## src/rtl/instr_sequencer.sv

```systemverilog
// -----------------------------------------------------------------------------
// instr_sequencer
//
// Purpose:
//   Control sequencer for a small accumulator machine. Every instruction takes
//   three cycles: FETCH (ROM read strobe), LATCH (capture the ROM word into the
//   instruction register and advance the PC) and EXEC (decode the opcode and
//   pulse the datapath strobes). It can free-run or single-step, and it parks
//   in HALT until reset once it executes HLT.
//
// Ports:
//   clk        in   system clock, all state changes on the rising edge
//   rst        in   synchronous active-high reset
//   run        in   level, 1 = issue instructions back to back
//   step       in   one-cycle pulse, issues a single instruction from IDLE
//   rom_data   in   [7:0] ROM word, valid the cycle after rom_re
//                   ([7:4] opcode, [3:0] operand)
//   ab_flag    in   ALU comparison flag, condition for JC
//   rom_addr   out  [3:0] ROM address, mirrors pc
//   rom_re     out  ROM read strobe
//   pc         out  [3:0] program counter
//   imm        out  [3:0] operand field of the instruction register
//   a_we       out  A register write enable
//   a_sel      out  A source select, 0 = imm, 1 = ALU result
//   b_we       out  B register write enable
//   alu_sub    out  ALU operation, 0 = add, 1 = subtract
//   out_we     out  output register write enable
//   halted     out  high while parked in HALT
//   instr_done out  one-cycle pulse during every EXEC
// -----------------------------------------------------------------------------
module instr_sequencer #(
    parameter logic [3:0] RESET_PC = 4'h0
) (
    input  logic       clk,
    input  logic       rst,
    input  logic       run,
    input  logic       step,
    input  logic [7:0] rom_data,
    input  logic       ab_flag,
    output logic [3:0] rom_addr,
    output logic       rom_re,
    output logic [3:0] pc,
    output logic [3:0] imm,
    output logic       a_we,
    output logic       a_sel,
    output logic       b_we,
    output logic       alu_sub,
    output logic       out_we,
    output logic       halted,
    output logic       instr_done
);

    typedef enum logic [2:0] {
        S_IDLE  = 3'd0,
        S_FETCH = 3'd1,
        S_LATCH = 3'd2,
        S_EXEC  = 3'd3,
        S_HALT  = 3'd4
    } state_t;

    localparam logic [3:0] OP_NOP = 4'h0;
    localparam logic [3:0] OP_LDA = 4'h1;
    localparam logic [3:0] OP_LDB = 4'h2;
    localparam logic [3:0] OP_ADD = 4'h3;
    localparam logic [3:0] OP_SUB = 4'h4;
    localparam logic [3:0] OP_OUT = 4'h5;
    localparam logic [3:0] OP_JMP = 4'h6;
    localparam logic [3:0] OP_JC  = 4'h7;
    localparam logic [3:0] OP_HLT = 4'h8;

    state_t     state_q, state_d;
    logic [3:0] pc_q, pc_d;
    logic [7:0] ir_q, ir_d;
    logic [3:0] opcode_s;
    logic       take_jump_s;

    assign opcode_s = ir_q[7:4];
    // JMP always redirects; JC only when the flag is set during EXEC.
    assign take_jump_s = (opcode_s == OP_JMP) || ((opcode_s == OP_JC) && ab_flag);

    // State, program counter and instruction register.
    always_ff @(posedge clk) begin
        if (rst) begin
            state_q <= S_IDLE;
            pc_q    <= RESET_PC;
            ir_q    <= 8'h00;
        end else begin
            state_q <= state_d;
            pc_q    <= pc_d;
            ir_q    <= ir_d;
        end
    end

    // Next-state, next-PC and next-IR selection.
    always_comb begin
        state_d = state_q;
        pc_d    = pc_q;
        ir_d    = ir_q;
        case (state_q)
            S_IDLE: begin
                // step only counts here; outside IDLE it is dropped, not queued
                if (run || step) begin
                    state_d = S_FETCH;
                end else begin
                    state_d = S_IDLE;
                end
            end
            S_FETCH: begin
                state_d = S_LATCH;
            end
            S_LATCH: begin
                ir_d    = rom_data;
                pc_d    = pc_q + 4'd1;   // 4-bit add wraps F -> 0
                state_d = S_EXEC;
            end
            S_EXEC: begin
                // a taken jump replaces the increment already done in LATCH
                if (take_jump_s) begin
                    pc_d = ir_q[3:0];
                end else begin
                    pc_d = pc_q;
                end
                if (opcode_s == OP_HLT) begin
                    state_d = S_HALT;
                end else if (run) begin
                    state_d = S_FETCH;
                end else begin
                    state_d = S_IDLE;
                end
            end
            S_HALT: begin
                state_d = S_HALT;
            end
            default: begin
                state_d = S_IDLE;
            end
        endcase
    end

    // Moore output decode; strobes are suppressed whenever reset is asserted.
    always_comb begin
        rom_re     = 1'b0;
        a_we       = 1'b0;
        a_sel      = 1'b0;
        b_we       = 1'b0;
        alu_sub    = 1'b0;
        out_we     = 1'b0;
        instr_done = 1'b0;
        if (!rst) begin
            case (state_q)
                S_FETCH: begin
                    rom_re = 1'b1;
                end
                S_EXEC: begin
                    instr_done = 1'b1;
                    case (opcode_s)
                        OP_LDA: begin
                            a_we = 1'b1;
                        end
                        OP_LDB: begin
                            b_we = 1'b1;
                        end
                        OP_ADD: begin
                            a_we  = 1'b1;
                            a_sel = 1'b1;
                        end
                        OP_SUB: begin
                            a_we    = 1'b1;
                            a_sel   = 1'b1;
                            alu_sub = 1'b1;
                        end
                        OP_OUT: begin
                            out_we = 1'b1;
                        end
                        OP_NOP, OP_JMP, OP_JC, OP_HLT: begin
                            a_we = 1'b0;
                        end
                        default: begin
                            a_we = 1'b0;
                        end
                    endcase
                end
                default: begin
                    rom_re = 1'b0;
                end
            endcase
        end else begin
            rom_re     = 1'b0;
            instr_done = 1'b0;
        end
    end

    assign halted   = (state_q == S_HALT);
    assign pc       = pc_q;
    assign rom_addr = pc_q;
    assign imm      = ir_q[3:0];

endmodule
```

## config.mk

```make
export PLATFORM = sky130hd
export DESIGN_NAME = instr_sequencer
export DESIGN_NICKNAME = d
export VERILOG_FILES = /design/src/rtl/instr_sequencer.sv
export SDC_FILE = /design/constraint.sdc
export NUM_CORES = 1
export LEC_CHECK = 0
export ABC_AREA = 1
export CORE_MARGIN = 2
export CORE_UTILIZATION = 39
export DETAILED_ROUTE_END_ITERATION = 10
export MAX_ROUTING_LAYER = met4
export PLACE_DENSITY = 0.74
export SYNTH_ARGS = -nofsm -noshare
export SYNTH_HDL_FRONTEND = slang
export SYNTH_SLANG_ARGS = --single-unit
```

## constraint.sdc

```tcl
create_clock -name clk -period 1 [get_ports clk]
set_input_delay 0.2 -clock clk [delete_from_list [all_inputs] [get_ports clk]]
set_output_delay 0.2 -clock clk [all_outputs]
set_load 0.05 [all_outputs]
```

==> metrics.csv, run 1 <==
stage,metric,value,unit
drt,wire length per cell,22.97,um
floorplanning,Die X,52.30,um
power,Clk pwr share,16.1,%
placed_design,# port buffers,32,
synth,Netlist cell types,25,
timing,worst hold slack,551.4,ps
timing,slew margin rel.,79.21,%
floorplanning,core area,0.002212,mm^2
drt,1st-pass router iterations,4,
power,power share of the combinational group,51.7,%
placed_design,DPL Wire Length,1955,um
synth,Syn Std Cell Area,909.6,um^2
run,Max-Cap Viols,0,
grt,vias in the first global route,1312,
synth,synthesized area per cell,7.162,um^2
drt,vias per cell,5.836,
timing,final hold vios,0,
grt,met3 GRT Util,6.286,%
timing,fin crit share,159.1,%
clocking,Skew-Pair Late Insertion Delay,290,ps
grt,first-pass GRT wire length,6693,um
drt,Total Routed Length,5054,um
clocking,CTS HTree Levels,1,
layout,"commonest non-fill, non-tap cell in the layout",buf_4,
power,switching power,0.0009162,W
grt,grt peak-use layer,met2,
floorplanning,Row Count,17,
layout,Fill cells,56,
floorplanning,Initial Utilization,41.12,%
outcome,failing checks,negative setup slack,
clocking,Num CTS Buffers,3,
timing,clock skew,5.145,ps
clocking,Worst-path clk slew,100,ps
layout,Inserted Diodes,0,
timing,Achievable Freq,0.6285,GHz
layout,layout cell share with drive strength beyond 1,68.23,%
worst_setup_path,critical-path cell list,inv_4 > nand3_4 > inv_4 > nand2_8 > nor4_4 > buf_12,
grt,GRT Util Overall,35.62,%
worst_setup_path,slowest CP cell,dfxtp_2,
worst_setup_path,crit path DAT,1390,ps
grt,met2 Use GR,61.67,%
floorplanning,Die Y,52.30,um
synth,Mapped Cells,127,
timing,PnR worst setup slack,-591.0,ps
clocking,Root Buffer,clkbuf_4,
worst_setup_path,Critical Path RT,800,ps
clocking,"Hold-fix buffers, CTS",0,
layout,most frequent cells in the layout,"27 x buf_4, 23 x buf_12, 14 x nand2_1",
worst_setup_path,crit end category,output port,
synth,synth warn,0,
worst_setup_path,crit-path max FO,5,
layout,area of the multi-input gates,699.4,um^2
synth,Synth top area share,33.01,%
floorplanning,total die area,0.002735,mm^2
power,PwrDens,1083,mW/mm^2
grt,initial antenna violation count,0,
worst_setup_path,Worst setup SP type,flop,
synth,"FF+latch count, synth",15,
grt,total grt overflow,0,
floorplanning,Ports,33,
clocking,CTS max path bufs,2,
synth,syn_nets,141,
synth,"Seq/Total Area, Yosys",33.01,%
drt,Vias,1284,
worst_setup_path,crit-path most repeated cell,inv_4,
hold_path,HP Class,flop to flop,
timing,slew of the pin with the lowest slew margin,309.6,ps
timing,RSZ-0062 raised after global routing,true,
power,cell internal pwr,0.001358,W
drt,drc violations,0,
layout,fin nets,207,
timing,"Slew Viols, Final",0,
outcome,outcome,"finished, violations left",
grt,largest net degree at the start of global routing,13,
power,Pleak,0.8793,nW
clocking,clock sink total,15,
grt,M1 GR Usage,37.54,%
timing,final setup violation count,34,
layout,sequential cell area,335.3,um^2
placed_design,Final Wtd Congestion,0.8254,
synth,Synth area leaders,"dfxtp_1 33%, nand2_1 7.4%, nor2_1 7.4%",
power,Design Power,0.002274,W
layout,area grow syn2layout,130.8,%
worst_setup_path,critical path class,flop to output port,
power,Flop pwr share,32.2,%
drt,final antenna-violating net count,0,
power,maximum VDD drop,911.7,uV
drt,drt initial violations,37,
timing,final critical-path required period,1591,ps
synth,"area leader, netlist",dfxtp_1,
clocking,TritonCTS clock tree,built,
worst_setup_path,"slowest stage delay, CP",360,ps
power,Sw Ratio,40.29,%
==> per-stage QoR <==
| stage | setup TNS [ps] | setup WS [ps] | std cells | instance area [um^2] | util (%) |
|---|---|---|---|---|---|
| after global routing | -10610 | -641.9 | 220 | 2100 | 94.91 |
| after detailed placement | -5983 | -463.9 | 199 | 1643 | 74.26 |
| after floorplan | -2632 | -481.1 | 127 | 1002 | - |
| final | -9392 | -591.0 | 220 | 2100 | 94.91 |
| after CTS | -6644 | -533.7 | 216 | 1964 | 88.80 |
| after global placement | -5520 | -453.4 | 199 | 1643 | 74.26 |
==> worst max-delay path, delay by kind of cell (launching register included) <==
family	cells	cell delay, ps
simple gates	3	390
buf+inv	3	340
flops	1	360
==> final cells by class <==
class	instances	area share (%)
flip-flops and latches	15	15.97
clock buffers	3	1.073
clock inverters	1	0.2384
repair buffers	72	43.62
multi-input cells	82	33.31
well taps	28	1.669
inverters	19	4.112
==> synthesized netlist by cell type, drive strengths merged <==
cell / n
nand2: 21
nor2: 21
inv: 19
dfxtp: 15
nand3: 11
a21oi: 10
buf: 10
o21ai: 10
nand4: 3
clkbuf: 1
ha: 1
nor3: 1
nor4: 1
o31ai: 1
o32ai: 1
xor2: 1
==> power groups by stage <==
| stage | Combinational, W | Sequential, W | Clock [W] |
|---|---|---|---|
| 2_1_floorplan | 0.000398 | 0.000770 | 0 |
| 3_3_place_gp | 0.000780 | 0.000729 | 0 |
| 3_5_place_dp | 0.000800 | 0.000733 | 0 |
| 4_1_cts | 0.000996 | 0.000719 | 0.000365 |
| 5_1_grt | 0.00122 | 0.000733 | 0.000410 |
| 6_report | 0.00118 | 0.000732 | 0.000367 |
==> registers in the layout, indices dropped and copies added (netlist names) <==
| signal | flops |
|---|---|
| pc | 4 |
| state_q | 3 |
| ir_q | 8 |
==> path summary, 6_finish.rpt <==
kind / start / end / slack (ps) / cells after the start
hold reg to reg: ir_q[1]$_SDFFE_PP0N_ / ir_q[1]$_SDFFE_PP0N_ / 550 / 2
setup reg to reg: ir_q[6]$_SDFFE_PP0N_ / pc[3]$_SDFFE_PP0P_ / -490 / 10
setup / recovery: state_q[2]$_SDFF_PP0_ / out_we / -590 / 6
hold / removal: ir_q[1]$_SDFFE_PP0N_ / ir_q[1]$_SDFFE_PP0N_ / 550 / 2
==> layer usage <==
metal  part of all wire, %  up-vias
met5                     0        -
met4                   6.9        0
met3                   8.6       40
met2                    51      111
met1                    34      597
li1                      -      536
==> timing repair <==
item,in CTS,in global routing
resized for setup,51,25
cloned,1,0
pin swaps,19,10
setup endpoints to repair,35,35
setup buffers,13,7
==> cells by family after synthesis <==
group	Yosys count	synth area share, %
simple gates	58	30.12
buf+inv	30	18.84
compound gates	22	15.68
flops	15	33.01
xor+xnor	1	0.9630
fa+ha+maj	1	1.375
Power figures use the tool's default switching activity.
==> inputs of run 2 (changes only) <==
--- a/config.mk
+++ b/config.mk
@@ -10,7 +10,7 @@
 export CORE_UTILIZATION = 39
 export DETAILED_ROUTE_END_ITERATION = 10
 export MAX_ROUTING_LAYER = met4
-export PLACE_DENSITY = 0.74
+export PLACE_DENSITY = 0.78
 export SYNTH_ARGS = -nofsm -noshare
 export SYNTH_HDL_FRONTEND = slang
 export SYNTH_SLANG_ARGS = --single-unit
==> metrics.csv, run 2 (synthesized netlist as in run 1, its figures left out) <==
stage,metric,value,unit
outcome,outcome,"finished, violations left",
outcome,failing checks,negative setup slack,
layout,area grow syn2layout,137.7,%
clocking,CTS max path bufs,2,
worst_setup_path,reg2reg end,pc[1]$_SDFFE_PP0P_,
timing,final critical-path required period,1584,ps
worst_setup_path,Worst setup SP type,flop,
worst_setup_path,Reg2Reg Depth,10,
layout,max reg flops,8,
worst_setup_path,Critical Path RT,800,ps
clocking,CTS HTree Levels,1,
run,Max-Cap Viols,0,
drt,1st-pass router iterations,7,
placed_design,DPL Wire Length,2115,um
clocking,"Hold-fix buffers, CTS",0,
grt,vias in the first global route,1344,
power,maximum VDD drop,1103,uV
timing,final hold vios,0,
timing,final setup violation count,34,
floorplanning,Initial Utilization,41.12,%
grt,initial antenna violation count,0,
timing,RSZ-0062 raised after global routing,true,
worst_setup_path,slowest CP cell,dfxtp_1,
drt,wire length per cell,25.77,um
clocking,Skew-Pair Late Insertion Delay,290,ps
worst_setup_path,worst r2r src,ir_q[6]$_SDFFE_PP0N_,
floorplanning,Ports,33,
layout,Biggest register,ir_q,
worst_setup_path,CP bufs+invs,2,
clocking,Num CTS Buffers,3,
timing,fin crit share,158.4,%
worst_setup_path,"slowest stage delay, CP",380,ps
clocking,clock sink total,15,
worst_setup_path,R2R Setup Slk,-540,ps
grt,M1 GR Usage,35.49,%
worst_setup_path,critical path's top delay family,flip-flops,
layout,layout cell share with drive strength beyond 1,70.20,%
clocking,Root Buffer,clkbuf_4,
grt,total grt overflow,0,
floorplanning,Row Count,17,
grt,met3 GRT Util,7.429,%
placed_design,# port buffers,32,
drt,drt initial violations,92,
clocking,Worst-path clk slew,100,ps
layout,Inserted Diodes,0,
timing,worst hold slack,572.3,ps
layout,final non-filler cell total,226,
layout,most frequent cells in the layout,"31 x buf_4, 22 x buf_12, 16 x nand2_1",
worst_setup_path,crit end category,output port,
worst_setup_path,critical path class,flop to output port,
worst_setup_path,critical-path cell list,buf_4 > nand3_1 > a21oi_4 > buf_12,
placed_design,Final Wtd Congestion,0.7961,
timing,PnR worst setup slack,-583.5,ps
floorplanning,Die X,52.30,um
grt,grt peak-use layer,met2,
grt,largest net degree at the start of global routing,13,
grt,GRT Util Overall,35.15,%
floorplanning,core area,0.002212,mm^2
drt,Total Routed Length,5825,um
hold_path,HP Class,flop to flop,
drt,final antenna-violating net count,0,
hold_path,WHS Endpoint,ir_q[0]$_SDFFE_PP0N_,
floorplanning,total die area,0.002735,mm^2
timing,"Slew Viols, Final",0,
layout,"commonest non-fill, non-tap cell in the layout",buf_4,
placed_design,# placed instances,200,
grt,met2 Use GR,62.71,%
hold_path,min-delay src,ir_q[0]$_SDFFE_PP0N_,
hold_path,Hold Crit Depth,2,
power,Pleak,0.9042,nW
grt,first-pass GRT wire length,6665,um
drt,vias per cell,6.093,
timing,clock skew,5.872,ps
timing,slew margin rel.,73.82,%
layout,fin nets,213,
drt,Vias,1377,
worst_setup_path,crit-path max FO,4,
floorplanning,Die Y,52.30,um
power,PwrDens,1074,mW/mm^2
timing,Achievable Freq,0.6315,GHz
timing,slew of the pin with the lowest slew margin,389.3,ps
drt,drc violations,0,
worst_setup_path,crit path DAT,1380,ps
clocking,TritonCTS clock tree,built,
run 2: cell count changes in the layout (fill, tap and decap cells not counted), sizes merged:
cell    before  now
buf         60   66
clkbuf       3    4
clkinv       1    0
run 2: routing by layer:
metal | routed length (um) | share of wire (%) | vias to the layer above
li1 | - | - | 549
met1 | 1981 | 34 | 630
met2 | 2736 | 47 | 144
met3 | 615 | 11 | 54
met4 | 493 | 8.5 | 0
met5 | 0 | 0 | -
run 2: worst max-delay path by stage:
stage | start | end | cells after the start
6_report | ir_q[4]$_SDFFE_PP0N_ | a_sel | 4
5_1_grt | ir_q[4]$_SDFFE_PP0N_ | a_sel | 4
4_1_cts | state_q[2]$_SDFF_PP0_ | out_we | 6
3_5_place_dp | rst | out_we | 5
3_3_place_gp | rst | out_we | 5
2_1_floorplan | state_q[2]$_SDFF_PP0_ | out_we | 5
run 2: where the power goes:
part | internal (W) | switching, W | total [W]
clock network | 0.000155 | 0.000218 | 0.000373
registers | 0.000653 | 0.0000854 | 0.000738
logic | 0.000555 | 0.000656 | 0.00121
total | 0.00136 | 0.000959 | 0.00232
run 2: layout make-up:
type / instances / area (um^2)
Inverter: 19 / 86.33
Clock buffer: 4 / 26.28
Multi-Input combinational cell: 82 / 720.7
Tap cell: 28 / 35.03
Sequential cell: 15 / 337.8
Timing Repair Buffer: 78 / 955.9
Fill cell: 31 / 50.05
run 2: worst register-to-register path, delay by kind of cell (launching register included):
family | cells | cell delay [ps]
buf+inv | 4 | 370
flops | 1 | 400
simple gates | 6 | 680
run 2: timing repair:
| item | in CTS | in global routing |
|---|---|---|
| setup endpoints to repair | 35 | 35 |
| resized for setup | 46 | 37 |
| buffers inserted | 16 | 6 |
| gates cloned | 1 | 0 |
| pin swaps | 17 | 18 |
run 2: through the flow:
step / setup TNS [ps] / total power (W) / worst slack, ps / utilization (%) / instance area (um^2)
floorplan: -2632 / 0.001167 / -481.1 / - / 1002
global placement: -5298 / 0.001514 / -459.9 / 74.60 / 1650
detailed placement: -6065 / 0.001542 / -467.5 / 74.60 / 1650
CTS: -6643 / 0.002057 / -489.6 / 88.91 / 1967
global route: -9942 / 0.002392 / -605.4 / 97.74 / 2162
finish: -8902 / 0.002323 / -583.5 / 97.74 / 2162
